--- src/rtl/view_controller.sv ---
// view_controller: turns pan/zoom/iteration requests into a working view of
// the Mandelbrot plane. When the working view changes and the renderer is
// idle, it publishes a consistent snapshot and launches one frame through a
// start/busy handshake.
module view_controller #(
  parameter int                        COORD_W      = 32,
  parameter logic signed [COORD_W-1:0] INIT_CX      = -32'sd134217728,
  parameter logic signed [COORD_W-1:0] INIT_CY      = 32'sd0,
  parameter logic signed [COORD_W-1:0] INIT_STEP    = 32'sd2097152,
  parameter int                        ZOOM_MAX     = 21,
  parameter int                        PAN_PIX_LOG2 = 2,
  parameter int                        ITERS_W      = 13,
  parameter int                        ITERS_INIT   = 256,
  parameter int                        ITERS_MIN    = 16,
  parameter int                        ITERS_MAX    = 4096,
  parameter int                        ITERS_STEP   = 16
) (
  input  logic                      clk,
  input  logic                      rst,
  input  logic                      move_up,
  input  logic                      move_down,
  input  logic                      move_left,
  input  logic                      move_right,
  input  logic                      move_tick,
  input  logic                      zoom_in_pulse,
  input  logic                      zoom_out_pulse,
  input  logic                      iters_inc_pulse,
  input  logic                      iters_dec_pulse,
  input  logic                      zoom_reset_pulse,
  input  logic                      render_busy,
  output logic                      render_start,
  output logic signed [COORD_W-1:0] view_cx,
  output logic signed [COORD_W-1:0] view_cy,
  output logic signed [COORD_W-1:0] view_step,
  output logic [ITERS_W-1:0]        view_iters,
  output logic [4:0]                view_zoom,
  output logic                      dirty
);

  localparam logic [1:0] ST_IDLE     = 2'd0;
  localparam logic [1:0] ST_LAUNCH   = 2'd1;
  localparam logic [1:0] ST_WAIT_ACK = 2'd2;
  localparam logic [1:0] ST_BUSY     = 2'd3;

  localparam logic [4:0]         ZOOM_MAX_C   = 5'(ZOOM_MAX);
  localparam logic [ITERS_W-1:0] ITERS_INIT_C = ITERS_W'(ITERS_INIT);
  localparam logic [ITERS_W-1:0] ITERS_MIN_C  = ITERS_W'(ITERS_MIN);
  localparam logic [ITERS_W-1:0] ITERS_MAX_C  = ITERS_W'(ITERS_MAX);
  localparam logic [ITERS_W-1:0] ITERS_STEP_C = ITERS_W'(ITERS_STEP);

  localparam logic signed [COORD_W-1:0] COORD_MAX_C = {1'b0, {(COORD_W-1){1'b1}}};
  localparam logic signed [COORD_W-1:0] COORD_MIN_C = {1'b1, {(COORD_W-1){1'b0}}};

  // Signed add that clamps to the representable range instead of wrapping.
  function automatic logic signed [COORD_W-1:0] sat_add(
    input logic signed [COORD_W-1:0] a,
    input logic signed [COORD_W-1:0] b
  );
    logic [COORD_W:0] sum;
    sum = {a[COORD_W-1], a} + {b[COORD_W-1], b};
    if (sum[COORD_W] != sum[COORD_W-1]) begin
      if (sum[COORD_W]) sat_add = COORD_MIN_C;
      else              sat_add = COORD_MAX_C;
    end else begin
      sat_add = sum[COORD_W-1:0];
    end
  endfunction

  // Iteration count plus one step, clamped at the upper bound.
  function automatic logic [ITERS_W-1:0] iters_up(input logic [ITERS_W-1:0] v);
    logic [ITERS_W:0] s;
    s = {1'b0, v} + {1'b0, ITERS_STEP_C};
    if (s > {1'b0, ITERS_MAX_C}) iters_up = ITERS_MAX_C;
    else                         iters_up = s[ITERS_W-1:0];
  endfunction

  // Iteration count minus one step, clamped at the lower bound.
  function automatic logic [ITERS_W-1:0] iters_down(input logic [ITERS_W-1:0] v);
    if ({1'b0, v} < ({1'b0, ITERS_MIN_C} + {1'b0, ITERS_STEP_C})) iters_down = ITERS_MIN_C;
    else                                                          iters_down = v - ITERS_STEP_C;
  endfunction

  logic signed [COORD_W-1:0] wcx_r, wcy_r;
  logic [4:0]                wzoom_r;
  logic [ITERS_W-1:0]        witers_r;
  logic                      dirty_r;
  logic [1:0]                state_r, state_n;

  logic signed [COORD_W-1:0] cx_n, cy_n;
  logic [4:0]                zoom_n;
  logic [ITERS_W-1:0]        iters_n;
  logic [COORD_W-1:0]        step_s;
  logic signed [COORD_W-1:0] pan_delta_s, dx_s, dy_s;
  logic                      changed_s, launch_s;

  // Step and pan delta always come from the current (pre-update) zoom level.
  assign step_s      = $unsigned(INIT_STEP) >> wzoom_r;
  assign pan_delta_s = $signed(step_s << PAN_PIX_LOG2);

  // Per-axis pan offsets; opposite directions held together cancel.
  always_comb begin
    dx_s = {COORD_W{1'b0}};
    dy_s = {COORD_W{1'b0}};
    if (move_right && !move_left)      dx_s = pan_delta_s;
    else if (move_left && !move_right) dx_s = -pan_delta_s;
    else                               dx_s = {COORD_W{1'b0}};
    if (move_down && !move_up)         dy_s = pan_delta_s;
    else if (move_up && !move_down)    dy_s = -pan_delta_s;
    else                               dy_s = {COORD_W{1'b0}};
  end

  // Next working view: zoom reset overrides everything, otherwise zoom, pan
  // and iteration requests all apply in the same cycle.
  always_comb begin
    cx_n    = wcx_r;
    cy_n    = wcy_r;
    zoom_n  = wzoom_r;
    iters_n = witers_r;
    if (zoom_reset_pulse) begin
      cx_n    = INIT_CX;
      cy_n    = INIT_CY;
      zoom_n  = 5'd0;
      iters_n = ITERS_INIT_C;
    end else begin
      if (zoom_in_pulse && !zoom_out_pulse) begin
        if (wzoom_r < ZOOM_MAX_C) zoom_n = wzoom_r + 5'd1;
        else                      zoom_n = ZOOM_MAX_C;
      end else if (zoom_out_pulse && !zoom_in_pulse) begin
        if (wzoom_r != 5'd0) zoom_n = wzoom_r - 5'd1;
        else                 zoom_n = 5'd0;
      end else begin
        zoom_n = wzoom_r;
      end

      if (move_tick) begin
        cx_n = sat_add(wcx_r, dx_s);
        cy_n = sat_add(wcy_r, dy_s);
      end else begin
        cx_n = wcx_r;
        cy_n = wcy_r;
      end

      if (iters_inc_pulse && !iters_dec_pulse)      iters_n = iters_up(witers_r);
      else if (iters_dec_pulse && !iters_inc_pulse) iters_n = iters_down(witers_r);
      else                                          iters_n = witers_r;
    end
  end

  // A request only marks the view dirty if it really moved a register.
  assign changed_s = (cx_n != wcx_r) || (cy_n != wcy_r) ||
                     (zoom_n != wzoom_r) || (iters_n != witers_r);
  assign launch_s  = (state_r == ST_IDLE) && dirty_r && !render_busy;
  assign dirty     = dirty_r;

  // Frame handshake sequencing: launch, wait for busy to rise, then fall.
  always_comb begin
    state_n = state_r;
    case (state_r)
      ST_IDLE: begin
        if (launch_s) state_n = ST_LAUNCH;
        else          state_n = ST_IDLE;
      end
      ST_LAUNCH: state_n = ST_WAIT_ACK;
      ST_WAIT_ACK: begin
        if (render_busy) state_n = ST_BUSY;
        else             state_n = ST_WAIT_ACK;
      end
      ST_BUSY: begin
        if (!render_busy) state_n = ST_IDLE;
        else              state_n = ST_BUSY;
      end
      default: state_n = ST_IDLE;
    endcase
  end

  // Working view registers, updated every cycle from the request logic.
  always_ff @(posedge clk) begin
    if (rst) begin
      wcx_r    <= INIT_CX;
      wcy_r    <= INIT_CY;
      wzoom_r  <= 5'd0;
      witers_r <= ITERS_INIT_C;
    end else begin
      wcx_r    <= cx_n;
      wcy_r    <= cy_n;
      wzoom_r  <= zoom_n;
      witers_r <= iters_n;
    end
  end

  // FSM state, dirty tracking, launch strobe and published snapshot.
  always_ff @(posedge clk) begin
    if (rst) begin
      state_r      <= ST_IDLE;
      dirty_r      <= 1'b1;
      render_start <= 1'b0;
      view_cx      <= INIT_CX;
      view_cy      <= INIT_CY;
      view_step    <= INIT_STEP;
      view_iters   <= ITERS_INIT_C;
      view_zoom    <= 5'd0;
    end else begin
      state_r      <= state_n;
      render_start <= launch_s;
      if (launch_s) begin
        // Snapshot is taken before this cycle's change lands, so a change
        // arriving now keeps the view dirty for a follow-up frame.
        dirty_r    <= changed_s;
        view_cx    <= wcx_r;
        view_cy    <= wcy_r;
        view_step  <= $signed(step_s);
        view_iters <= witers_r;
        view_zoom  <= wzoom_r;
      end else begin
        dirty_r    <= dirty_r | changed_s;
        view_cx    <= view_cx;
        view_cy    <= view_cy;
        view_step  <= view_step;
        view_iters <= view_iters;
        view_zoom  <= view_zoom;
      end
    end
  end

endmodule

--- config.mk ---
export PLATFORM = sky130hd
export DESIGN_NAME = view_controller
export DESIGN_NICKNAME = d
export VERILOG_FILES = /design/src/rtl/view_controller.sv
export SDC_FILE = /design/constraint.sdc
export NUM_CORES = 1
export LEC_CHECK = 0
export ABC_AREA = 1
export CAP_MARGIN = 20
export CORE_ASPECT_RATIO = 1.75
export CORE_MARGIN = 3
export CORE_UTILIZATION = 56
export CTS_BUF_LIST = sky130_fd_sc_hd__clkbuf_2 sky130_fd_sc_hd__clkbuf_4 sky130_fd_sc_hd__clkbuf_8
export CTS_CLUSTER_SIZE = 25
export DETAILED_ROUTE_END_ITERATION = 10
export PLACE_DENSITY = 0.78
export SLEW_MARGIN = 20
export SYNTH_ARGS = -nofsm -noshare
export SYNTH_HDL_FRONTEND = slang
export SYNTH_SLANG_ARGS = --single-unit
--- constraint.sdc ---
create_clock -name clk -period 5.8 [get_ports clk]
set_input_delay 1.16 -clock clk [delete_from_list [all_inputs] [get_ports clk]]
set_output_delay 1.16 -clock clk [all_outputs]
set_load 0.01 [all_outputs]
**Word level (Yosys, flattened, before mapping)**

Cells that the tools add are included.
Widths: inputs -> output; s select.

- Logic and storage cells: 84
- Register bits: 200
- Input bits: 13

- Shifts and indexed selects: 1
- Equality and inequality tests: 9
- Multiplexer cells: 27
- Bitwise operators: 1
- Reductions and logical operators: 24
- Add/subtract/negate cells: 7
- $lt $le $gt $ge: 3

Operators with widths:

| kind | count |
|---|---|
| $mux 32 | 12 |
| $add 32x32->33 | 2 |
| $mux 13 | 5 |
| $ne 32x32->1 | 2 |
| $neg 32->32 | 1 |
| $shr 22x5->32 const A | 1 |
| $mux 5 | 5 |
| $add 13x5->14 const B | 1 |
| $gt 14x13->1 const B | 1 |
| $lt 13x6->1 const B | 1 |
| $ne 13x13->1 | 1 |
| $sub 13x5->13 const B | 1 |
| $logic_and 1x1->1 | 10 |
| $logic_not 1->1 | 9 |
| $pmux 2 s4 | 1 |
| $add 5x1->5 const B | 1 |
| $lt 5x5->1 const B | 1 |
| $ne 5x5->1 | 1 |
| $reduce_bool 5->1 | 1 |
| $sub 5x1->5 const B | 1 |
| $eq 2x2->1 const B | 2 |
| $logic_or 1x1->1 | 3 |
| $mux 1 | 3 |
| $eq 2x1->1 const B | 1 |
| other kinds (4) | 5 |

**Longest topological paths before layout**

Gate-level depths: netlist of the first run.

- Word-level depth: 15
- Gate-level depth with buffers: 45
- Depth with buffers taken out: 43

**Worst setup path before layout of the first run**

No wires, ideal clock.

- Kind: register to register
- From: register wzoom_r[0]
- To: register dirty_r, in the netlist dirty
- Library setup time: 0.114 ns
- Arrival: 4.620 ns
- Stages on the path, launching flop included: 42
- Setup slack: 1.066 ns
- Buffers on the path: 1
- Period minus slack after synthesis: 4.734 ns
- Cells stage by stage: dfxtp_1 > inv_1 > ha_1 > nand2_1 > nor2_1 > inv_1 > ha_1 > nand2_1 > nor4_2 > nand2_1 > nor2_2 > nand4_2 > nor2_2 > nand3_2 > nor2_4 > nand3_2 > xor2_1 > nand2_1 > [6 not listed] > nand2_1 > a21oi_1 > nand2_1 > nand2_1 > nand2_2 > nand3_2 > nand2_2 > inv_2 > buf_6 > nand3_2 > nand2_1 > nand2_1 > inv_1 > nand2_1 > nor2_1 > nand3_1 > nor2_1 > nand2_1

- Longest elaborated chain between the ends: 15
- Elaborated cells on any way between the ends: 35
- Classes of those cells: 5 x add/sub; 1 x order compare; 5 x eq/ne; 1 x shift; 18 x mux; 1 x bitwise; 4 x reduce/logical

RTL lines:

| what | RTL line | text |
|---|---|---|
| start, declared | 84 | `logic [4:0] wzoom_r;` |
| start signal, assigned | 186 | `wzoom_r <= zoom_n;` |
| $shr 22x5->32 | 97 | `assign step_s = $unsigned(INIT_STEP) >> wzoom_r;` |
| $neg 32->32 | 105, 108 |  |
| $mux 32 (on tied branches) | 105, 108 |  |
| $mux 32 (on tied branches) | 104, 107 |  |
| $add 32x32->33 | 60 | `sum = {a[COORD_W-1], a} + {b[COORD_W-1], b};` |
| $mux 32 / $ne 1x1->1 (equally long branches) | 62, 61 |  |
| $mux 32 | 61 | `if (sum[COORD_W] != sum[COORD_W-1]) begin` |
| $mux 32 | 135 | `if (move_tick) begin` |
| $mux 32 | 119 | `if (zoom_reset_pulse) begin` |
| $ne 32x32->1 | 150 | `assign changed_s = (cx_n != wcx_r) \|\| (cy_n != wcy_r) \|\|` |
| $logic_or 1x1->1 | 150 |  |
| $logic_or 1x1->1 (*) | 150 |  |
| $logic_or 1x1->1 (*) | 151 | `(zoom_n != wzoom_r) \|\| (iters_n != witers_r);` |
| $or 1x1->1 | 215 | `dirty_r <= dirty_r \| changed_s;` |
| $mux 1 (*) | 205 | `if (launch_s) begin` |
| end signal, assigned | 208 | `dirty_r <= changed_s;` |
| end signal, assigned | 215 |  |
| end, declared | 86 | `logic dirty_r;` |

Every way passes the cells marked *; elsewhere a longest branch is shown, timed or not.
A chain may end at the register's enable or synchronous reset.

**Final worst setup path of the first run**

- From: register wzoom_r[1]
- To: register dirty_r, in the netlist dirty

Same word-level chain as after synthesis.

==> reports/qor.yml, run 1 <==
worstSetupPathType: "reg -> reg"
die_w_um: 127
io_buffers: 118
area_delta_synth_final_pct: 16.4
grt_pass1_vias: 15500
cts_tree: "yes"
finalHoldViolations: 0
die_h_um: 218
clk_path_buf_depth: 2
ant_nets: 0
crit_buf_inv: 4
powerDensity_mw_per_mm2: 221
period_minus_slack_ns: 5.48
hp-class: "reg -> reg"
die_area_mm2: 0.0278
ys_async_sr_fraction_pct: 0
first_iter_violations: 1074
relSlewSlack_pct: 38.8
vias: 15900
slowest_delay_ns: 0.41
firstDrtPassIters: 9
crit_path_start_kind: "register"
synth-main-ff-cell: "dfxtp_1"
path_delay_family: "simple AND/OR/NAND/NOR gates"
status: "finished, final reports clean"
cts-root-buf: "clkbuf_8"
clock_sinks: 190
fmax_mhz: 182
cts_made_buffers: 17
period_share_pct: 94.5
cp.required_ns: 6.22
layout-drive-gt1-share_pct: 9.56
route.detailed.drc: 0
avgRoutedWirePerCell_um: 18.6
synth_edf_count: 0
synth_area_per_cell_um2: 6.21
syn-cell-area_mm2: 0.0144
drv_slew: 0
yosysWarnings: 0
final_common_cell: "nand2_1"
postSynthCellCount: 2321
worstSkewPairLatency_ns: 0.52
worstPathArrival_ns: 5.91
finalWirelength_um: 51800
overflow: 0
grt_antenna_before_repair: 0
grt_max_degree: 101
finalPower_mw: 3.72
grt_pass1_wl_um: 79100
hold_buffers: 0
initial_core_util_pct: 56.9
mostFrequentLayoutCells: "nand2_1 (632), inv_1 (250), nor2_1 (222)"
num_rows: 77
routabilityCongestion: 1.08
grt_use_total_pct: 36.6
tightestPinTransition_ns: 0.917
core_area_mm2: 0.0253
crit_fanout: 17
synth.distinct_cells: 52
critPathMostFrequentCell: "nand2_1"
p_leak_nw: 7.89
synth-seq-area-share_pct: 26.4
critPathSlowestCell: "ha_1"
vias_per_cell: 5.70
cts.clk_slew.worst_paths_ns: 0.11
fin_skew_ns: 0.0182
dp.final_hpwl_um: 40700
setup_viol: 0
final_cells: 2785
placed_cells: 2739
h-tree-depth: 4
nets: 2548
ys_ff_latch: 190
io_pins: 129
endpoint_kind: "register"
cap_violations: 0
antenna_cells: 0
peakVddDrop_mv: 0.172
## layer usage
| metal | track usage, % | vias to the layer above | share of wire [%] |
|---|---|---|---|
| met5 | 0 | - | 0 |
| met4 | 33.1 | 0 | 11 |
| met3 | 5.36 | 255 | 4.2 |
| met2 | 66.4 | 594 | 51 |
| met1 | 34.8 | 7228 | 34 |
| li1 | - | 7809 | - |
## cells in the mapped netlist, types with 2 or more instances
library cell	n	area share (%)
a21boi_0	2	0.10
or2_2	2	0.087
nand4_1	49	2.1
xnor2_1	34	2.1
o21bai_1	16	0.83
a21oi_1	193	6.7
buf_1	5	0.13
o21ai_1	7	0.24
nor2_2	11	0.48
nand3_2	14	0.97
inv_1	253	6.6
nand3b_1	7	0.36
o22ai_1	18	0.78
o211ai_1	8	0.42
nand2_2	20	0.87
o21ai_0	149	5.2
inv_2	11	0.29
nor4_1	5	0.22
nor2_4	5	0.39
nor2_1	236	6.1
a211oi_1	21	1.1
o31ai_1	2	0.10
dfxtp_1	190	26
nor3_4	2	0.23
fa_1	2	0.28
nand2_1	639	17
and2_1	4	0.17
o21a_1	2	0.10
a31oi_1	5	0.22
clkinv_1	3	0.078
buf_4	17	0.88
clkbuf_1	61	1.6
xor2_1	37	2.2
nand3_1	161	5.6
nand2_4	4	0.31
buf_2	5	0.17
buf_6	9	0.70
nor3_1	22	0.76
ha_1	77	6.7
## cell families (layout without fill, tap and decap cells)
group | count (synthesis) | in the layout | share of synthesized area [%]
other | 1 | 10 | 0.0260
AOI/OAI and AO/OA | 427 | 427 | 16.0
DFF | 190 | 190 | 26.4
xor gates and xnor gates | 71 | 71 | 4.31
buffers and inverters | 366 | 505 | 10.5
and+or+nand+nor | 1187 | 1187 | 35.8
adders and majority gates | 79 | 79 | 6.96
## registers in the layout, summed over array words and instances (netlist names)
register / cells
wcy_r: 32
view_zoom: 5
dirty: 1
wzoom_r: 5
witers_r: 13
view_cx: 32
state_r: 2
view_iters: 13
view_cy: 32
view_step: 22
render_start: 1
wcx_r: 32
## power breakdown
part	switching, mW	leakage [nW]	total (mW)	internal [mW]
sequential	0.0846	1.56	1.49	1.41
combinational	0.836	6.14	1.33	0.498
clock	0.522	0.192	0.892	0.370
total	1.44	7.89	3.72	2.27
## area by class of cell
class	count	area, µm²
Tap cell	316	395
Sequential cell	190	3810
Inverter	268	1030
Timing Repair Buffer	204	1860
Clock buffer	21	270
Multi-Input combinational cell	1774	9300
Timing Repair inverter	1	8.76
Clock inverter	11	108
Fill cell	2427	8550
## final timing paths
kind / start / to / slack (ns) / depth (start not counted)
min reg2reg: state_r[1] / state_r[0] / 0.48 / 2
min: state_r[1] / state_r[0] / 0.48 / 2
max reg2reg: wzoom_r[1] / dirty / 0.32 / 39
max: wzoom_r[1] / dirty / 0.32 / 39
## worst register-to-register path, delay by kind of cell, from the launching register on
kind | cells | cell delay [ns]
compound gates | 2 | 0.31
simple gates | 29 | 3.34
xor+xnor | 1 | 0.18
flops | 1 | 0.38
buf+inv | 4 | 0.42
fa+ha+maj | 3 | 0.78
## what timing repair did
action,in CTS,in global routing
setup endpoints to repair,1,1
hold endpoints to repair,0,0
gates cloned,0,1
buffers inserted,0,13
resized for setup,5,56
pin swaps,0,14
## through the flow
stage	area (µm²)	TNS, ns	hold WS [ns]	util (%)	setup WS [ns]
floorplan	14500	0	0.444	-	1.07
global placement	16100	-0.0532	0.458	63.5	-0.0532
detailed placement	16100	-0.118	0.465	63.5	-0.118
CTS	16500	0	0.480	65.1	0.0956
global route	16800	-0.0375	0.506	66.2	-0.0375
finish	16800	0	0.484	66.2	0.317
Power figures use the tool's default switching activity.
==> inputs of run 2 (changes only) <==
Settings changed: CTS_CLUSTER_SIZE 25 to 40.
==> results of run 2 <==
No change in the layout: final DEF, timing and power equal those of run 1.
